`src/rtl/uart_pkg.sv`:
```
// Shared types and constants for the UART echo tester: FSM states, bit-period
// calculation and the LFSR feedback polynomial.
package uart_pkg;

  typedef enum logic [2:0] {
    IDLE,
    SEND,
    WAIT_START,
    RECV,
    CHECK,
    DONE
  } state_t;

  // x^8 + x^6 + x^5 + x^4 + 1 as a tap mask over value[7:0] for a left-shifting Fibonacci LFSR
  localparam logic [7:0] LFSR_POLY = 8'hB8;

  function automatic int cycles_per_bit(input int clk_hz, input int bit_rate);
    return clk_hz / bit_rate;
  endfunction

endpackage

```
`src/rtl/uart_echo_tester_lfsr8.sv`:
```
// 8-bit Fibonacci LFSR producing the test byte sequence; load has priority
// over advance.
module lfsr8
  import uart_pkg::*;
#(
  parameter logic [7:0] INIT = 8'hA5
) (
  input  logic       clk,
  input  logic       resetn,
  input  logic       load,
  input  logic       advance,
  input  logic [7:0] seed,
  output logic [7:0] value
);

  always_ff @(posedge clk or negedge resetn) begin
    if (!resetn) begin
      value <= INIT;
    end else if (load) begin
      value <= seed;
    end else if (advance) begin
      value <= {value[6:0], ^(value & LFSR_POLY)};
    end
  end

endmodule

```
`src/rtl/uart_echo_tester.sv`:
```
// UART echo tester: sends NUM_BYTES LFSR bytes, receives each echo and counts
// matches. Optional WAIT_START timeout when UART_ECHO_TESTER_TIMEOUT_EN is defined.
module uart_echo_tester
  import uart_pkg::*;
#(
  parameter int         CLK_HZ    = 50_000_000,
  parameter int         BIT_RATE  = 9600,
  parameter int         NUM_BYTES = 50,
  parameter logic [7:0] SEED      = 8'hA5
) (
  input  logic        clk,
  input  logic        resetn,
  input  logic        start,
  output logic        uart_txd,
  input  logic        uart_rxd,
  output logic        busy,
  output logic        done,
  output logic [15:0] pass_count,
  output logic [15:0] fail_count,
  output logic [7:0]  last_expected,
  output logic [7:0]  last_received
);

  localparam int          CPB       = cycles_per_bit(CLK_HZ, BIT_RATE);
  localparam logic [31:0] BIT_LAST  = 32'(CPB - 1);
  localparam logic [31:0] HALF_LAST = 32'(CPB / 2 - 1);
  localparam logic [15:0] IDX_LAST  = 16'(NUM_BYTES - 1);
`ifdef UART_ECHO_TESTER_TIMEOUT_EN
  localparam logic [31:0] TO_LAST   = 32'(20 * CPB - 1);
`endif

  state_t      state;
  logic [1:0]  rxd_sync;
  logic        rxd_s;
  logic [31:0] cyc_cnt;
  logic [3:0]  bit_idx;
  logic [15:0] byte_idx;
  logic        hunting;
  logic [7:0]  rx_shift;
  logic        rx_stop;
  logic [7:0]  lfsr_value;
  logic [9:0]  tx_frame;
  logic        lfsr_load;
  logic        lfsr_adv;
  logic        timeout_hit;
`ifdef UART_ECHO_TESTER_TIMEOUT_EN
  logic [31:0] to_cnt;
`endif

  function automatic logic [15:0] sat_inc(input logic [15:0] v);
    return (v == 16'hFFFF) ? v : v + 16'd1;
  endfunction

  assign rxd_s     = rxd_sync[1];
  assign tx_frame  = {1'b1, lfsr_value, 1'b0};
  assign lfsr_load = start && ((state == IDLE) || (state == DONE));
  assign lfsr_adv  = (state == CHECK);
`ifdef UART_ECHO_TESTER_TIMEOUT_EN
  assign timeout_hit = (state == WAIT_START) && (to_cnt == TO_LAST);
`else
  assign timeout_hit = 1'b0;
`endif

  lfsr8 #(.INIT(SEED)) u_lfsr (
    .clk     (clk),
    .resetn  (resetn),
    .load    (lfsr_load),
    .advance (lfsr_adv),
    .seed    (SEED),
    .value   (lfsr_value)
  );

  // Synchronizer stage: rxd is asynchronous to clk
  always_ff @(posedge clk or negedge resetn) begin
    if (!resetn) rxd_sync <= 2'b11;
    else         rxd_sync <= {rxd_sync[0], uart_rxd};
  end

  // Receive datapath: shift register and stop bit, no reset needed
  always_ff @(posedge clk) begin
    if (timeout_hit) begin
      rx_shift <= 8'h00;
      rx_stop  <= 1'b0;
    end else if ((state == RECV) && (cyc_cnt == BIT_LAST)) begin
      if (bit_idx == 4'd8) rx_stop  <= rxd_s;
      else                 rx_shift <= {rxd_s, rx_shift[7:1]};
    end
  end

  // Control FSM with registered outputs
  always_ff @(posedge clk or negedge resetn) begin
    if (!resetn) begin
      state         <= IDLE;
      uart_txd      <= 1'b1;
      busy          <= 1'b0;
      done          <= 1'b0;
      pass_count    <= 16'd0;
      fail_count    <= 16'd0;
      last_expected <= 8'h00;
      last_received <= 8'h00;
      cyc_cnt       <= 32'd0;
      bit_idx       <= 4'd0;
      byte_idx      <= 16'd0;
      hunting       <= 1'b0;
`ifdef UART_ECHO_TESTER_TIMEOUT_EN
      to_cnt        <= 32'd0;
`endif
    end else begin
      case (state)
        IDLE, DONE: begin
          uart_txd <= 1'b1;
          if (start) begin
            state      <= SEND;
            busy       <= 1'b1;
            done       <= 1'b0;
            pass_count <= 16'd0;
            fail_count <= 16'd0;
            byte_idx   <= 16'd0;
            bit_idx    <= 4'd0;
            cyc_cnt    <= 32'd0;
          end
        end

        SEND: begin
          uart_txd <= tx_frame[bit_idx];
          if (cyc_cnt == BIT_LAST) begin
            cyc_cnt <= 32'd0;
            if (bit_idx == 4'd9) begin
              state   <= WAIT_START;
              hunting <= 1'b0;
`ifdef UART_ECHO_TESTER_TIMEOUT_EN
              to_cnt  <= 32'd0;
`endif
            end else begin
              bit_idx <= bit_idx + 4'd1;
            end
          end else begin
            cyc_cnt <= cyc_cnt + 32'd1;
          end
        end

        WAIT_START: begin
          uart_txd <= 1'b1;
`ifdef UART_ECHO_TESTER_TIMEOUT_EN
          to_cnt <= to_cnt + 32'd1;
`endif
          if (timeout_hit) begin
            state <= CHECK;
          end else if (!hunting) begin
            if (!rxd_s) begin
              hunting <= 1'b1;
              cyc_cnt <= 32'd0;
            end
          end else if (cyc_cnt == HALF_LAST) begin
            // Re-check at mid start bit; a high line here was a glitch
            hunting <= 1'b0;
            cyc_cnt <= 32'd0;
            if (!rxd_s) begin
              state   <= RECV;
              bit_idx <= 4'd0;
            end
          end else begin
            cyc_cnt <= cyc_cnt + 32'd1;
          end
        end

        RECV: begin
          uart_txd <= 1'b1;
          if (cyc_cnt == BIT_LAST) begin
            cyc_cnt <= 32'd0;
            if (bit_idx == 4'd8) state   <= CHECK;
            else                 bit_idx <= bit_idx + 4'd1;
          end else begin
            cyc_cnt <= cyc_cnt + 32'd1;
          end
        end

        CHECK: begin
          uart_txd      <= 1'b1;
          last_expected <= lfsr_value;
          last_received <= rx_shift;
          if ((rx_shift == lfsr_value) && rx_stop) pass_count <= sat_inc(pass_count);
          else                                     fail_count <= sat_inc(fail_count);
          if (byte_idx == IDX_LAST) begin
            state <= DONE;
            busy  <= 1'b0;
            done  <= 1'b1;
          end else begin
            byte_idx <= byte_idx + 16'd1;
            state    <= SEND;
            bit_idx  <= 4'd0;
            cyc_cnt  <= 32'd0;
          end
        end

        default: begin
          state    <= IDLE;
          uart_txd <= 1'b1;
          busy     <= 1'b0;
          done     <= 1'b0;
        end
      endcase
    end
  end

endmodule

```
`config.mk`:
```
export PLATFORM = sky130hd
export DESIGN_NAME = uart_echo_tester
export DESIGN_NICKNAME = d
export VERILOG_FILES = /design/src/rtl/uart_pkg.sv /design/src/rtl/uart_echo_tester_lfsr8.sv /design/src/rtl/uart_echo_tester.sv
export SDC_FILE = /design/constraint.sdc
export NUM_CORES = 1
export LEC_CHECK = 0
export CAP_MARGIN = 10
export CORE_MARGIN = 5
export CORE_UTILIZATION = 59
export CTS_CLUSTER_DIAMETER = 200
export DETAILED_ROUTE_END_ITERATION = 12
export PLACE_DENSITY = 0.84
export SLEW_MARGIN = 20
export SYNTH_ARGS = -nofsm -noshare
export SYNTH_HDL_FRONTEND = slang
export SYNTH_HIERARCHICAL = 1
export SYNTH_SLANG_ARGS = --single-unit
```
`constraint.sdc`:
```
create_clock -name clk -period 2.9 [get_ports clk]
set_input_delay 0.725 -clock clk [delete_from_list [all_inputs] [get_ports clk]]
set_output_delay 0.725 -clock clk [all_outputs]
set_load 0.02 [all_outputs]
```
Word level (Yosys, flattened, before mapping)
Index checks and enable logic that the tools add are counted.
{"block": "classes", "eq_ne": 30, "n_mux": 53, "magnitude_cmp": 1, "reduce_logical": 24, "addsub": 5, "n_bitwise": 2}
{"op": "$mux 32", "count": 6}
{"op": "$pmux 32 s4", "count": 1}
{"op": "$mux 16", "count": 6}
{"op": "$pmux 16 s2", "count": 3}
{"op": "$add 16x1->16 const B", "count": 3}
{"op": "$mux 4", "count": 9}
{"op": "$add 32x1->32 const B", "count": 1}
{"op": "$eq 16x16->1 const B", "count": 2}
{"op": "$eq 32x12->1 const B", "count": 1}
{"op": "$eq 32x13->1 const B", "count": 1}
{"op": "$mux 3", "count": 9}
{"op": "$ne 2x2->1 const B", "count": 12}
{"op": "$pmux 4 s5", "count": 1}
{"op": "$eq 16x6->1 const B", "count": 1}
{"op": "$mux 8", "count": 2}
{"op": "$pmux 3 s5", "count": 1}
{"op": "$reduce_and 4->1", "count": 3}
{"op": "$mux 1", "count": 11}
{"op": "$reduce_and 10->1", "count": 1}
{"op": "$reduce_and 3->1", "count": 3}
{"op": "$eq 4x4->1 const B", "count": 2}
{"op": "$eq 8x8->1", "count": 1}
{"op": "$ne 2x1->1 const B", "count": 4}
{"op": "$reduce_and 8->1", "count": 1}
{"op": "20 further kinds", "count": 30}
{"block": "word_totals", "ff_bits": 126, "out_inout_bits": 51}

Depth between registers and ports, before layout
{"block": "depth", "word_depth": 4, "ltp_mapped": 10, "ltp_nobuf": 8}

Modules after synthesis
Netlist, hierarchy kept.
{"module": "uart_echo_tester", "seq_area_each_um2": 3001.6, "n_inst": 1, "area_each_um2": 6383.6, "cells_per_inst": 651}
{"module": "lfsr8", "seq_area_each_um2": 205.2, "n_inst": 1, "area_each_um2": 405.4, "cells_per_inst": 38}

Worst setup path after synthesis
Ideal clock, no wire load.
{"block": "synth_path", "kind": "reg2reg", "from": "register cyc_cnt[7]", "to": "register rx_shift[0], enable pin", "path_stages_with_launch": 6, "setup_time_ps": 375, "arrival_time_ps": 1881, "path_buffers": 0, "path_slack_ps": 644, "cell_sequence": "dfrtp_1 nor4_1 nand4_1 nor3_1 nand3_1 a21oi_1"}
{"block": "synth_via", "elab_chain_cells": 3}
{"item": "start: declaration", "line_no": "uart_echo_tester.sv:35", "text": "logic [31:0] cyc_cnt;"}
{"item": "start signal: assignment", "line_no": "uart_echo_tester.sv:138", "text": "cyc_cnt <= cyc_cnt + 32'd1;"}
{"item": "start signal: assignment", "line_no": "uart_echo_tester.sv:163", "text": "cyc_cnt <= cyc_cnt + 32'd1;"}
{"item": "start signal: assignment", "line_no": "uart_echo_tester.sv:174", "text": "cyc_cnt <= cyc_cnt + 32'd1;"}
{"item": "$eq 32x13->1", "line_no": "uart_echo_tester.sv:84", "text": "end else if ((state == RECV) && (cyc_cnt == BIT_LAST)) begin"}
{"item": "$logic_and 1x1->1", "line_no": "uart_echo_tester.sv:84"}
{"item": "$reduce_and 2->1 (no line)"}
{"item": "end signal: assignment", "line_no": "uart_echo_tester.sv:86", "text": "else rx_shift <= {rxd_s, rx_shift[7:1]};"}
{"item": "end: declaration", "line_no": "uart_echo_tester.sv:39", "text": "logic [7:0] rx_shift;"}
Every way passes these cells.
A chain may end at the register's enable or synchronous reset.

Worst setup path in the final report
{"block": "layout_path", "from": "register cyc_cnt[17]", "to": "register cyc_cnt[20]"}
{"block": "layout_via", "elab_chain_cells": 4, "elab_cells_between_ends": 7, "cone_classes": "add/sub (1); eq/ne (2); mux (4)"}
{"item": "$add 32x1->32 / $eq 32x12->1 (equally long branches)"}
{"item": "$mux 32", "line_no": "uart_echo_tester.sv:154", "text": "end else if (cyc_cnt == HALF_LAST) begin"}
{"item": "$mux 32", "line_no": "uart_echo_tester.sv:149", "text": "end else if (!hunting) begin"}
{"item": "$pmux 32 s4 (*)", "line_no": "uart_echo_tester.sv:109", "text": "case (state)"}
Every way passes the cells marked *; elsewhere a longest branch is shown, timed or not.

==> metrics.md <==
| Metric | Value |
|---|---|
| Cts bufs inserted | `17` |
| Root Driver | `clkbuf_16` |
| Pin count of the biggest net entering global routing | `118` |
| Tmin final | `2.62 ns` |
| CTS sink cnt | `126` |
| Crit path launch type | `flop` |
| Register area share after synthesis | `47.2%` |
| Drt pass-1 iters | `6` |
| Worst Path Required | `3.20 ns` |
| Sw Share | `between 20% and 30%` |
| Worst-margin pin slew | `0.899 ns` |
| Routed wire per std cell | `between 15 and 20 um` |
| Synth warn | `6` |
| Power density cells | `515 mW/mm^2` |
| Setup violators final | `0` |
| Die height | `around 120 um` |
| Number of hold buffers added after CTS | `0` |
| Most frequent cells in the layout | `110 x dfrtp_1, 61 x nand2_1, 53 x clkdlybuf4s50_1` |
| Max Cap Viol | `0` |
| Seq pwr share | `approximately 46%` |
| Synth top area share | `about 41%` |
| Worst flop-to-flop path startpoint | `cyc_cnt[17]` |
| Max-slew violation count | `0` |
| Max frequency | `381 MHz` |
| Synth cell types | `81` |
| Core area | `0.0114 sq mm` |
| Tot Pwr | `~4.1 mW` |
| Commonest non-fill, non-tap cell in the layout | `dfrtp_1` |
| CP Class | `reg -> reg` |
| Setup tns final | `0 ns` |
| CP peak stage delay | `0.49 ns` |
| Initial Utilization | `roughly three fifths` |
| HPWL Detailed | `roughly 10 mm` |
| Outcome | `complete, no violations` |
| Number of stages on the worst hold path | `0` |
| Htree depth | `4` |
| Synth Area per Inst | `9.85 sq um` |
| Clock Power Share | `between 40% and 50%` |
| Share of cells above drive strength 1 | `12.8%` |
| Pleak | `3.28 nW` |
| Final hold violation count | `0` |
| Layout area overhead | `18.0%` |
| Setup ws final | `approximately 0.28 ns` |
| Final #Nets | `between 700 and 800` |
| 1st-iter DRT viols | `596` |
| Period utilisation layout | `90.4%` |
| Buf+Inv Stages, Crit Path | `0` |
| Synth area leaders | `dfrtp_1 41%, edfxtp_1 4.0%, nand3_1 3.5%` |
| IO buf count | `54` |
| Internal power | `3.19 mW` |
| Worst Hold Class | `reg -> reg` |
| Comb power frac | `4.9%` |
| Peak VDD IR | `0.490 mV` |
| CTS clk-pin slew, worst paths | `0.05 ns` |
| N_diodes | `0` |
| Share of flip-flops with an asynchronous set or reset | `92.9%` |
| Remaining DRCs | `0` |
| Die width | `117 um` |
| Flops & latches, synth | `126` |
| Setup Buffers After CTS | `0` |
| Initial antenna violation count | `0` |
| RSZ-0062 raised after global routing | `false` |
| Grt total ovfl | `0` |
| Total track usage | `24.5%` |
| Clk_lat worst skew | `0.42 ns` |
| Critical path fanouts, max | `24` |
| Pre-CTS WS | `about 0.14 ns` |
| GP Congestion | `between 0.8 and 0.9` |
| Post-CTS sizing | `0` |
| Critical Path Stages | `6` |
| Clock Path Buffers | `2` |
| CP endpoint kind | `flop` |
| Arrival time worst endpoint | `2.92 ns` |
| Global-route wire length before repair | `26.6 mm` |
| Vias in the first global route | `5470` |
| Crit path cell chain | `nor4_1, nand4_1, nor3_4, o21a_4, o21ai_1, a22o_1` |
| Num rows | `39` |
| R2R depth | `6` |
| Via density | `6.27` |
| Hold_sp | `rxd_sync[0]` |
| Syn Inst Count | `689` |
| Worst setup path start | `cyc_cnt[17]` |
| P_sw | `0.941 mW` |
| Synth area leader | `dfrtp_1` |
| TritonCTS clock tree | `built` |
| Die area | `0.0138 sq mm` |
| Via count | `5649` |
| WL final | `about 16 mm` |
| CP max-delay cell | `nor3_4` |
| Post-DRT Antenna Nets | `0` |
| # IOs | `55` |
| CP delay by family, top | `simple AND/OR/NAND/NOR gates` |
| Synthesized cell area | `just under 0.007 sq mm` |
| Clk_skew | `0.0102 ns` |
| Post-synth EDFFs | `9` |
| Main synth FF type | `dfrtp_1` |
| Max_slew headroom | `approximately 40%` |
[layout make-up]
cell class / count / area [sq um]
fill: 788 / 3360
multi-input combinational: 514 / 3320
sequential: 126 / 3210
timing repair buffer: 64 / 651
clock buffer: 20 / 447
tap: 143 / 179
clock inverter: 12 / 120
inverter: 22 / 90.1
[worst reg2reg max path, stage by stage (launching register included)]
cell and delay [ns]:
dfrtp_1 0.44, nor4_1 0.46, nand4_1 0.38, nor3_4 0.49, o21a_4 0.35, o21ai_1 0.14, a22o_1 0.25
[metrics by stage]
stage | std cells | hold slack [ns] | instance area (sq um) | util (%)
6_report | 901 | 0.358 | 8010 | 70.5
5_1_grt | 901 | 0.362 | 8010 | 70.5
4_1_cts | 901 | 0.359 | 8010 | 70.5
3_5_place_dp | 869 | 0.349 | 7450 | 65.5
3_3_place_gp | 869 | 0.346 | 7450 | 65.5
2_1_floorplan | 695 | 0.345 | 6810 | -
[cells by family (layout without fill, tap and decap cells)]
logic type,Yosys count,in the layout,share of synthesized area [%]
xor+xnor,35,35,4.63
simple gates,293,293,23.6
compound gates,138,138,13.3
fa+ha+maj,8,8,1.47
other cells,2,8,0.111
mux,32,32,5.42
buf+inv,55,118,4.20
flops,126,126,47.2
[power groups by stage]
stage	registers, mW	logic, mW	clock network [mW]
floorplan	1.93	0.0709	0
global placement	1.91	0.192	0
detailed placement	1.92	0.200	0
CTS	1.89	0.204	2.06
global route	1.90	0.223	2.14
finish	1.89	0.201	2.04
[cells in the mapped netlist (12+ instances only)]
cell type and instances:
or3_1 12, a31oi_1 19, xor2_1 15, nor3_1 25
clkbuf_1 13, inv_1 20, o21ai_0 25, nor2_1 52
dfrtp_1 110, nand3_1 47, mux2i_1 12, nor4_1 12
xnor2_1 19, a21oi_1 33, nand4_1 17, nand2_1 61
mux2_2 18
[registers in the layout (all words and copies together), names as in the netlist, 4 cells and up]
register,count
cyc_cnt,32
byte_idx,16
last_received,8
bit_idx,4
last_expected,8
fail_count,16
pass_count,16
rx_shift,8
u_lfsr/value,8
[path summary, 6_finish.rpt]
path                       slack [ns]             end
min in group asynchronous        0.39  fail_count[12]
hold reg to reg                  0.36     rxd_sync[1]
setup / recovery                 0.28     cyc_cnt[20]
max in group asynchronous        2.03     cyc_cnt[16]
hold / removal                   0.36     rxd_sync[1]
setup reg to reg                 0.28     cyc_cnt[20]
[metal layers]
metal | GRT usage [%] | up-vias | part of all wire (%)
met4 | 9.02 | 0 | 2.2
met5 | 0 | - | 0
met1 | 31.7 | 2770 | 42
met2 | 39.8 | 198 | 49
met3 | 6.43 | 40 | 6.3
li1 | - | 2641 | -
Note: power is estimated with default switching activity, not from simulation.
